--- config.mk ---
export PLATFORM = sky130hd
export DESIGN_NAME = axis64_kvs_rx_sink
export DESIGN_NICKNAME = d
export VERILOG_FILES = /design/src/rtl/axis64_kvs_pkg.sv /design/src/rtl/axis64_keep_check.sv /design/src/rtl/axis64_kvs_rx_sink.sv
export SDC_FILE = /design/constraint.sdc
export NUM_CORES = 1
export LEC_CHECK = 0
export ABC_AREA = 1
export ABC_CLOCK_PERIOD_IN_PS = 6200
export CAP_MARGIN = 20
export CORE_ASPECT_RATIO = 1.5
export CORE_UTILIZATION = 45
export DETAILED_ROUTE_END_ITERATION = 10
export PLACE_DENSITY = 0.77
export SYNTH_ARGS = -nofsm -noshare
export SYNTH_HDL_FRONTEND = slang
export SYNTH_SLANG_ARGS = --single-unit
--- constraint.sdc ---
create_clock -name clk_390 -period 6.2 [get_ports clk_390]
set_clock_uncertainty 0.15 [all_clocks]
set_input_delay 1.24 -clock clk_390 [delete_from_list [all_inputs] [get_ports clk_390]]
set_output_delay 1.24 -clock clk_390 [all_outputs]
set_load 0.01 [all_outputs]
--- src/rtl/axis64_kvs_pkg.sv ---
// axis64_kvs_pkg: shared types and widths for the 64-bit stream rx sink.
// Holds the run-state enum, the default timestamp width and byte-count width.
package axis64_kvs_pkg;

   typedef enum logic [1:0] {
      ST_IDLE,
      ST_RUN,
      ST_DONE,
      ST_TMO
   } kvs_state_e;

   localparam int TS_W_DEF = 64;
   localparam int BYTES_W  = 40;

endpackage

--- src/rtl/axis64_keep_check.sv ---
// axis64_keep_check: byte count and tkeep legality for one 64-bit beat.
// In: tkeep[7:0], tlast. Out: nbytes[3:0] popcount, keep_err violation.
module axis64_keep_check (
   input  logic [7:0] tkeep,
   input  logic       tlast,
   output logic [3:0] nbytes,
   output logic       keep_err
);

   logic contig;

   always_comb begin
      nbytes = '0;
      for (int i = 0; i < 8; i++) begin
         nbytes = nbytes + {3'b000, tkeep[i]};
      end
   end

   // 2^n-1 has no set bit above a clear bit: adding one
   // carries through the ones and shares no bit with them.
   always_comb begin
      contig   = ((tkeep & (tkeep + 8'd1)) == 8'd0);
      keep_err = tlast ? ((tkeep == 8'd0) | ~contig)
                       : (tkeep != 8'hFF);
   end

endmodule

--- src/rtl/axis64_kvs_rx_sink.sv ---
// axis64_kvs_rx_sink: 64-bit stream sink measuring one run of packets.
// Ports: clk_390/sys_rst; enable, stall, nr_expected; to_net_* stream in,
// to_net_tready out; nr_pkts..cycle_count stats; done/timeout/proto_err.
module axis64_kvs_rx_sink
   import axis64_kvs_pkg::*;
#(
   parameter logic [31:0] TIMEOUT_CYCLES = 32'd1000000,
   parameter int          TS_W           = TS_W_DEF
) (
   input  logic               clk_390,
   input  logic               sys_rst,
   input  logic               enable,
   input  logic               stall,
   input  logic [31:0]        nr_expected,
   input  logic [63:0]        to_net_tdata,
   input  logic [7:0]         to_net_tkeep,
   input  logic [63:0]        to_net_tuser,
   input  logic               to_net_tlast,
   input  logic               to_net_tvalid,
   output logic               to_net_tready,
   output logic [31:0]        nr_pkts,
   output logic [31:0]        nr_beats,
   output logic [BYTES_W-1:0] nr_bytes,
   output logic [63:0]        checksum,
   output logic [TS_W-1:0]    first_rx_cycle,
   output logic [TS_W-1:0]    last_rx_cycle,
   output logic [TS_W-1:0]    cycle_count,
   output logic               done,
   output logic               timeout,
   output logic               proto_err
);

   kvs_state_e  state;
   kvs_state_e  nxt;
   logic [31:0] exp_q;
   logic [31:0] idle_q;
   logic        seen_q;
   logic        hs;
   logic        start;
   logic        done_hit;
   logic        tmo_hit;
   logic [3:0]  keep_nbytes;
   logic        keep_err;
   logic        unused_tuser;

   assign unused_tuser = ^to_net_tuser;

   axis64_keep_check u_keep (
      .tkeep    (to_net_tkeep),
      .tlast    (to_net_tlast),
      .nbytes   (keep_nbytes),
      .keep_err (keep_err)
   );

   assign hs       = to_net_tvalid & to_net_tready;
   assign start    = (state == ST_IDLE) & enable;
   assign done_hit = (nr_pkts == exp_q);
   // Leave on the edge that closes the last allowed idle cycle.
   assign tmo_hit  = ~hs & (idle_q == TIMEOUT_CYCLES - 32'd1);

   always_ff @(posedge clk_390) begin
      if (sys_rst) begin
         state   <= ST_IDLE;
         done    <= 1'b0;
         timeout <= 1'b0;
      end else begin
         state   <= nxt;
         done    <= (nxt == ST_DONE);
         timeout <= (nxt == ST_TMO);
      end
   end

   always_comb begin
      nxt = state;
      unique case (1'b1)
         (state == ST_IDLE): begin
            if (enable) nxt = ST_RUN;
         end
         (state == ST_RUN): begin
            if (done_hit)     nxt = ST_DONE;
            else if (tmo_hit) nxt = ST_TMO;
         end
         default: begin
            if (!enable) nxt = ST_IDLE;
         end
      endcase
   end

   always_comb begin
      to_net_tready = (state == ST_RUN) & ~stall;
   end

   always_ff @(posedge clk_390) begin
      if (sys_rst || start) begin
         exp_q          <= sys_rst ? '0 : nr_expected;
         idle_q         <= '0;
         seen_q         <= 1'b0;
         nr_pkts        <= '0;
         nr_beats       <= '0;
         nr_bytes       <= '0;
         checksum       <= '0;
         first_rx_cycle <= '0;
         last_rx_cycle  <= '0;
         cycle_count    <= '0;
         proto_err      <= 1'b0;
      end else if (state == ST_RUN) begin
         cycle_count <= cycle_count + TS_W'(1);
         idle_q      <= hs ? '0 : idle_q + 32'd1;
         if (hs) begin
            if (~&nr_beats) nr_beats <= nr_beats + 32'd1;
            nr_bytes <= nr_bytes
                      + {{(BYTES_W-4){1'b0}}, keep_nbytes};
            checksum <= checksum ^ to_net_tdata;
            if (!seen_q) begin
               first_rx_cycle <= cycle_count;
               seen_q         <= 1'b1;
            end
            if (keep_err) proto_err <= 1'b1;
            if (to_net_tlast) begin
               if (~&nr_pkts) nr_pkts <= nr_pkts + 32'd1;
               last_rx_cycle <= cycle_count;
            end
         end
      end
   end

endmodule
==> results of run 1 <==
metrics by stage:
step | setup slack (ns) | utilization [%] | instance area, sq um
after floorplan | 1.26 | - | 20100
after global placement | 0.383 | 57.2 | 25200
after detailed placement | 0.254 | 57.2 | 25200
after CTS | 0.845 | 60.6 | 26700
after global routing | 0.540 | 60.7 | 26700
final | 0.782 | 60.7 | 26700
report_power, final:
part           switching, W  internal, W  leakage (nW)  total [W]
Combinational      0.000212     0.000155          5.60   0.000367
Clock               0.00115      0.00160         0.741    0.00275
Sequential        0.0000203      0.00283          3.55    0.00285
Total               0.00138      0.00459          9.88    0.00597
flip-flops by register name (all words and copies together) (netlist names):
signal,flops
first_rx_cycle,64
done,1
checksum,64
state,2
cycle_count,64
timeout,1
idle_q,32
nr_bytes,40
proto_err,1
seen_q,1
exp_q,32
last_rx_cycle,64
nr_pkts,32
nr_beats,32
area by class of cell:
type	count	area share (%)
multi-input cells	1943	35.0
flip-flops and latches	430	33.5
repair buffers	486	18.2
clock buffers	65	5.07
inverters	356	5.03
well taps	576	2.70
clock inverters	16	0.553
per-layer routing:
| metal | vias up | global-route usage, % | wire length (um) |
|---|---|---|---|
| met1 | 9565 | 31.1 | 25100 |
| met2 | 799 | 51.5 | 34000 |
| met3 | 202 | 5.52 | 4460 |
| li1 | 10000 | - | - |
| met5 | - | 0 | 45 |
| met4 | 6 | 14.1 | 3340 |
worst reg2reg max path, cell delays in order (launching register included):
cell     delay, ns
dfxtp_1       0.45
ha_1          0.31
nand3_1       0.23
nor3_2        0.23
nand2_2       0.13
nor2_2        0.16
nand2_1       0.09
nand2_2       0.46
inv_2         0.40
nand2_1       0.15
nand2_1       0.06
nand2_1       0.06
nor2_1        0.04
logic make-up after synthesis:
family,count (synthesis),share of synthesized area (%)
AND/OR/NAND/NOR,1313,27.9
AO/OA/AOI/OAI,529,13.6
buffers and inverters,463,9.11
flip-flops,430,44.4
XOR/XNOR,83,3.62
adder cells (fa/ha/maj),18,1.31
cell usage after synthesis, types with 32 or more instances:
cell and instances:
xnor2_1 44, nor2_1 416, edfxtp_1 32, xor2_1 39
nand2_1 532, clkbuf_1 66, inv_1 342, nor3_1 92
nand4_1 47, a21oi_1 290, dfxtp_1 398, nand3_1 165
o21ai_0 192
worst max path at each step:
stage	from	to	depth (start not counted)
6_report	to_net_tkeep[0]	nr_bytes[39]$_SDFFE_PP0P_	19
5_1_grt	to_net_tkeep[0]	nr_bytes[25]$_SDFFE_PP0P_	21
4_1_cts	to_net_tkeep[0]	nr_bytes[29]$_SDFFE_PP0P_	17
3_5_place_dp	to_net_tkeep[0]	nr_bytes[33]$_SDFFE_PP0P_	18
3_3_place_gp	to_net_tkeep[0]	nr_bytes[25]$_SDFFE_PP0P_	21
2_1_floorplan	to_net_tkeep[0]	nr_bytes[9]$_SDFFE_PP0P_	17
==> key figures, run 1 <==
Run status
  • Run status: completed

STA
  • Setup TNS: 0 ns
  • Hold violation count in the final report: 0
  • Worst hold slack after final layout: 0.295 ns
  • Number of slew-limit violations in the final report: 0
  • Shortest clock period the worst path allows after layout: 5.42 ns
  • RSZ-0062 raised after global routing: no
  • Transition time of the tightest slew-check pin: 1.06 ns
  • Worst slew slack as a fraction of its limit: 29.2%
  • Total of endpoints with negative setup slack in the final report: 0
  • Final period utilization: 87.4%
  • Fmax: 0.185 GHz

Final layout
  • Final cell count without fillers: 3,872
  • Most common cell after layout, fill and taps aside: nand2_1
  • Share of post-route cells with drive strength above 1: 4.37%
  • Sequential cell area in the final layout: 8930 sq um
  • Diodes inserted: 0
  • Filler instances: 3,915
  • Syn-to-layout area delta: 32.9%
  • Multi-input combinational cell area: 9340 sq um
  • Top library cells by usage in the layout, fill and taps aside: nand2_1 (530), clkdlybuf4s50_1 (473), nor2_1 (416)
  • Number of nets in the final layout: 3,453

Setup path
  • Sort of element at the start of the critical path: input pin
  • Register-to-register setup slack: 3.15 ns
  • Signal arrival time at the worst endpoint: 5.66 ns
  • Most numerous cell on the critical path: fa_1
  • Critical path peak fanout: 8
  • Data required time at the worst endpoint: 6.44 ns
  • Slowest library cell on the worst path: clkdlybuf4s50_1
  • Worst reg2reg path endpoint: nr_pkts[24]$_SDFFE_PP0P_
  • Origin of the critical flop-to-flop path: nr_pkts[0]$_SDFFE_PP0P_
  • Highest cell delay on the worst timing path: 0.55 ns
  • Cell family with most CP delay: adder cells
  • Buffers and inverters on the worst path: 3
  • Critical-path cell list: clkdlybuf4s50_1, inv_1, ha_1, inv_1, fa_1, fa_1, fa_1, fa_1, xnor2_1, ha_1, nand3_1, nand2_1, nand3_1, nand2_1, nand3_1, nor2_2, nand2_1, nor2_1, nor3_1
  • Register-to-Register Path Depth: 12
  • Path type of the worst setup path: input pin to flop
  • Sort of element at the end of the critical path: flop

Logic synthesis
  • Synth warn: 0
  • Cell count after synthesis: 2,836
  • Proportion of synthesized chip area in sequential cells: 44.4%
  • Yosys reg bits: 430
  • Cell types occupying the most area after synthesis: dfxtp_1 (40%), nand2_1 (9.9%), nor2_1 (7.8%)
  • Primary flip-flop cell chosen by synthesis mapping: dfxtp_1
  • Post-Syn Area per Cell: 7.08 sq um
  • Number of different library cells in the post-synthesis netlist: 46
  • Share of flip-flops with an asynchronous set or reset: 0%
  • Cell accounting for the most synthesized area: dfxtp_1
  • EDFF count, synth: 32
  • Fraction of post-synthesis cell area in the top cell type by area: 39.7%
  • Net count of the mapped netlist: 3,028
  • Post-synth design cell area: 20,100 sq um

Clock tree
  • Maximum clock insertion buffer count: 3
  • Latest clock arrival within the worst-skew pair: 0.57 ns
  • Clk pin slew, worst setup/hold paths: 0.06 ns
  • H-tree levels: 2
  • Root buffer cell: clkbuf_16
  • Clock tree from TritonCTS: built
  • Number of buffers inserted by post-CTS setup repair: 0
  • Post-cts repair resize count: 0
  • Number of sinks handled by clock tree synthesis: 430
  • Total of hold buffers inserted after clock tree synthesis: 0
  • Total clock buffers created by CTS: 44

Place
  • Detail Placement HPWL: 48.9 mm
  • Placed instance count: 3,790
  • Port bufs: 473
  • Final weighted congestion in routability-driven placement: 0.955

Global routing
  • Antenna violations before repair: 4
  • Leftover overflow at the end of global routing: 0
  • Global-route wire length before repair: 104 mm
  • Largest net degree at the start of global routing: 152
  • Overall routing resource usage: 28.3%
  • Via count of the first global-routing pass: 19,900

Floorplan
  • Effective utilization at floorplan: 45.7%
  • Row count: 94
  • Die footprint: 45,500 sq um
  • Y dimension of the die: 261 um
  • Top-Level Pins: 538
  • Horizontal extent of the die: 175 um
  • Core footprint: 44,000 sq um

Power
  • Total design power: 0.00597 W
  • Worst vdd ir: 232 uV
  • Total power divided by cell area: 224 nW/um^2
  • Standby leakage power: 9.88 nW

Detailed routing
  • Violation count after the first detailed-route iteration: 1,330
  • WL per Instance: 17.3 um
  • Total wire length after detailed routing: 67.0 mm
  • Post-route antenna net violation count: 0
  • Residual DRC: 0
  • Routed vias: 20,600
  • Vias/cell: 5.31
  • Detailed-routing iteration count for the pre-antenna-repair pass: 6

Worst hold path
  • Worst-case hold path end point: checksum[49]$_SDFFE_PP0P_
  • Class of the worst hold path: flop to flop
  • Number of cells on the worst hold path: 1
  • Hold_sp: checksum[49]$_SDFFE_PP0P_

Job
  • Max-cap violation count: 0
Note: power is estimated with default switching activity, not from simulation.
==> run 2, diff against run 1 <==
--- a/config.mk
+++ b/config.mk
@@ -14,4 +14,5 @@
 export PLACE_DENSITY = 0.77
 export SYNTH_ARGS = -nofsm -noshare
 export SYNTH_HDL_FRONTEND = slang
+export SYNTH_HIERARCHICAL = 1
 export SYNTH_SLANG_ARGS = --single-unit
==> key figures, run 2 <==
Clock tree
  • Root buffer cell: clkbuf_16
  • Total of hold buffers inserted after clock tree synthesis: 0
  • H-tree levels: 2
  • Number of buffers inserted by post-CTS setup repair: 0
  • Clk pin slew, worst setup/hold paths: 0.06 ns
  • Latest clock arrival within the worst-skew pair: 0.56 ns
  • Maximum clock insertion buffer count: 3
  • Post-cts repair resize count: 0
  • Clock tree from TritonCTS: built
  • Number of sinks handled by clock tree synthesis: 430
  • Total clock buffers created by CTS: 43

Final layout
  • Post-route standard cell area excluding fillers: 26,900 sq um
  • Diodes inserted: 0
  • Number of nets in the final layout: 3,488
  • Most common cell after layout, fill and taps aside: nand2_1
  • Top library cells by usage in the layout, fill and taps aside: nand2_1 (641), clkdlybuf4s50_1 (473), dfxtp_1 (398)
  • Filler instances: 3,881
  • Syn-to-layout area delta: 33.2%
  • Share of post-route cells with drive strength above 1: 4.24%

Logic synthesis
  • Cell types occupying the most area after synthesis: dfxtp_1 (39%), nand2_1 (12%), a21oi_1 (7.8%)
  • Number of different library cells in the post-synthesis netlist: 44
  • Synth warn: 6
  • Post-synth design cell area: 20,200 sq um
  • EDFF count, synth: 32
  • Multiplexer area fraction after synthesis: 0%
  • Cell accounting for the most synthesized area: dfxtp_1
  • Largest family of logic cells by synthesized area: simple AND/OR/NAND/NOR gates
  • Synth cell count leaders: nand2_1 (643), dfxtp_1 (398), nor2_1 (397)
  • Primary flip-flop cell chosen by synthesis mapping: dfxtp_1
  • Post-Syn Area per Cell: 7.03 sq um
  • Fraction of post-synthesis cell area in the top cell type by area: 39.5%
  • Net count of the mapped netlist: 3,064
  • Cell count after synthesis: 2,871
  • Post-Synth Simple-Gate Area: 29.2%
  • Xor/xnor share of the synthesized area: 3.86%
  • Adder-cell share of the synthesized area: 1.36%
  • Share of flip-flops with an asynchronous set or reset: 0%
  • Most numerous cell in the Yosys netlist: nand2_1
  • Proportion of synthesized chip area in sequential cells: 44.2%
  • Yosys reg bits: 430
  • Compound-cell area share of the yosys netlist: 12.8%

STA
  • Setup TNS: 0 ns
  • Transition time of the tightest slew-check pin: 1.10 ns
  • Final period utilization: 90.3%
  • Shortest clock period the worst path allows after layout: 5.60 ns
  • Number of slew-limit violations in the final report: 0
  • Hold violation count in the final report: 0
  • Total of endpoints with negative setup slack in the final report: 0
  • RSZ-0062 raised after global routing: no
  • Fmax: 0.179 GHz
  • Worst slew slack as a fraction of its limit: 26.9%

Place
  • Final weighted congestion in routability-driven placement: 0.949
  • Detail Placement HPWL: 46.5 mm
  • Port bufs: 473
  • Post-place instance area: 25,300 sq um

Detailed routing
  • Detailed-routing iteration count for the pre-antenna-repair pass: 5
  • Vias/cell: 5.29
  • Routed vias: 20,700
  • Post-route antenna net violation count: 0
  • Residual DRC: 0
  • Total wire length after detailed routing: 64.2 mm
  • WL per Instance: 16.4 um
  • Violation count after the first detailed-route iteration: 1,408

Power
  • Standby leakage power: 9.76 nW
  • Worst vdd ir: 193 uV
  • Total power divided by cell area: 229 nW/um^2

Global routing
  • Largest net degree at the start of global routing: 100
  • Overall routing resource usage: 27.1%
  • Antenna violations before repair: 1
  • Global-route wire length before repair: 101 mm
  • Leftover overflow at the end of global routing: 0
  • Via count of the first global-routing pass: 19,900

Floorplan
  • Row count: 94
  • Top-Level Pins: 538
  • Effective utilization at floorplan: 45.8%
  • Y dimension of the die: 261 um
  • Die footprint: 45,700 sq um
  • Horizontal extent of the die: 175 um
  • Core footprint: 44,100 sq um

Setup path
  • Critical-path cell list: clkdlybuf4s50_1, fa_1, inv_1, fa_1, fa_1, inv_1, ha_1, inv_1, fa_1, xnor2_1, ha_1, nand2_1, nand2_1, o21ai_0, inv_1, nand3b_1, nor2_1, nand3_1, nor2_1, nand2_1, nand2_1, nor2_1
  • Sort of element at the start of the critical path: input pin
  • Critical path peak fanout: 5
  • Sort of element at the end of the critical path: flop
  • Register-to-Register Path Depth: 10
  • Path type of the worst setup path: input pin to flop
  • Data required time at the worst endpoint: 6.50 ns
  • Slowest library cell on the worst path: fa_1
  • Highest cell delay on the worst timing path: 0.56 ns
  • Signal arrival time at the worst endpoint: 5.90 ns

Run status
  • Run status: completed

Worst hold path
  • Number of cells on the worst hold path: 1
  • Class of the worst hold path: flop to flop

Job
  • Max-cap violation count: 0
-- run 2: cell types whose count changed in the layout (fill, tap and decap cells not counted), moves of 7 or more --
| cell | change |
|---|---|
| a21oi_1 | +25 |
| bufinv_16 | +7 |
| inv_1 | -18 |
| nand2_1 | +111 |
| nand3_1 | -9 |
| nor2_1 | -19 |
| nor3_1 | -12 |
| nor3_2 | +7 |
| o21ai_0 | -31 |
| o21ai_1 | -10 |
| xor2_1 | +10 |
-- run 2: cell type report --
class / instances / area (sq um) / share of cell area [%]
repair buffers: 484 / 4830 / 18.0
clock inverters: 21 / 354 / 1.32
well taps: 576 / 721 / 2.68
clock buffers: 58 / 1250 / 4.67
flip-flops and latches: 430 / 8930 / 33.2
inverters: 337 / 1270 / 4.73
multi-input cells: 1999 / 9540 / 35.5
-- run 2: layer usage --
metal  wire [um]  vias up  global-route usage [%]
met5          16        -                       0
met4        2760        2                    11.9
met3        4270      178                    4.89
met2       33000      839                    50.2
met1       24200     9550                    29.9
li1            -    10100                       -
-- run 2: final timing paths --
check | startpoint | to | slack, ns
worst max-delay path | to_net_tkeep[1] | nr_bytes[38]$_SDFFE_PP0P_ | 0.60
worst min-delay path | checksum[42]$_SDFFE_PP0P_ | checksum[42]$_SDFFE_PP0P_ | 0.30
worst max register to register | state[1]$_SDFF_PP0_ | last_rx_cycle[55]$_SDFFE_PP0P_ | 2.84
worst min register to register | checksum[42]$_SDFFE_PP0P_ | checksum[42]$_SDFFE_PP0P_ | 0.30
-- run 2: where the power goes --
group / total (W) / leakage, nW / internal, W / switching (W)
sequential: 0.00285 / 3.55 / 0.00283 / 0.0000180
combinational: 0.000357 / 5.42 / 0.000148 / 0.000209
clock: 0.00295 / 0.791 / 0.00180 / 0.00114
-- run 2: critical path: cells and delay by family --
family | cells | cell delay [ns]
AO/OA/AOI/OAI | 1 | 0.18
XOR/XNOR | 1 | 0.16
adder cells (fa/ha/maj) | 6 | 2.41
buffers and inverters | 5 | 0.86
AND/OR/NAND/NOR | 9 | 1.05
-- run 2: through the flow --
| stage | worst slack [ns] | power (W) | hold slack (ns) | utilization, % | cells |
|---|---|---|---|---|---|
| 2_1_floorplan | 1.15 | 0.00311 | 0.293 | - | 2871 |
| 3_3_place_gp | 0.178 | 0.00325 | 0.282 | 57.3 | 3826 |
| 3_5_place_dp | 0.0756 | 0.00327 | 0.290 | 57.3 | 3826 |
| 4_1_cts | 0.628 | 0.00620 | 0.301 | 61.0 | 3905 |
| 5_1_grt | 0.299 | 0.00633 | 0.319 | 61.0 | 3905 |
| 6_report | 0.601 | 0.00615 | 0.301 | 61.0 | 3905 |
-- run 2: cells by family after synthesis --
family,count (synthesis)
xor+xnor,89
compound gates,506
flops,430
buf+inv,442
simple gates,1385
fa+ha+maj,19
==> run 3, diff against run 2 <==
--- a/config.mk
+++ b/config.mk
@@ -7,7 +7,6 @@
 export LEC_CHECK = 0
 export ABC_AREA = 1
 export ABC_CLOCK_PERIOD_IN_PS = 6200
-export CAP_MARGIN = 20
 export CORE_ASPECT_RATIO = 1.5
 export CORE_UTILIZATION = 45
 export DETAILED_ROUTE_END_ITERATION = 10
==> results of run 3 <==
Final layout, timing and power as in run 2 (identical DEF).
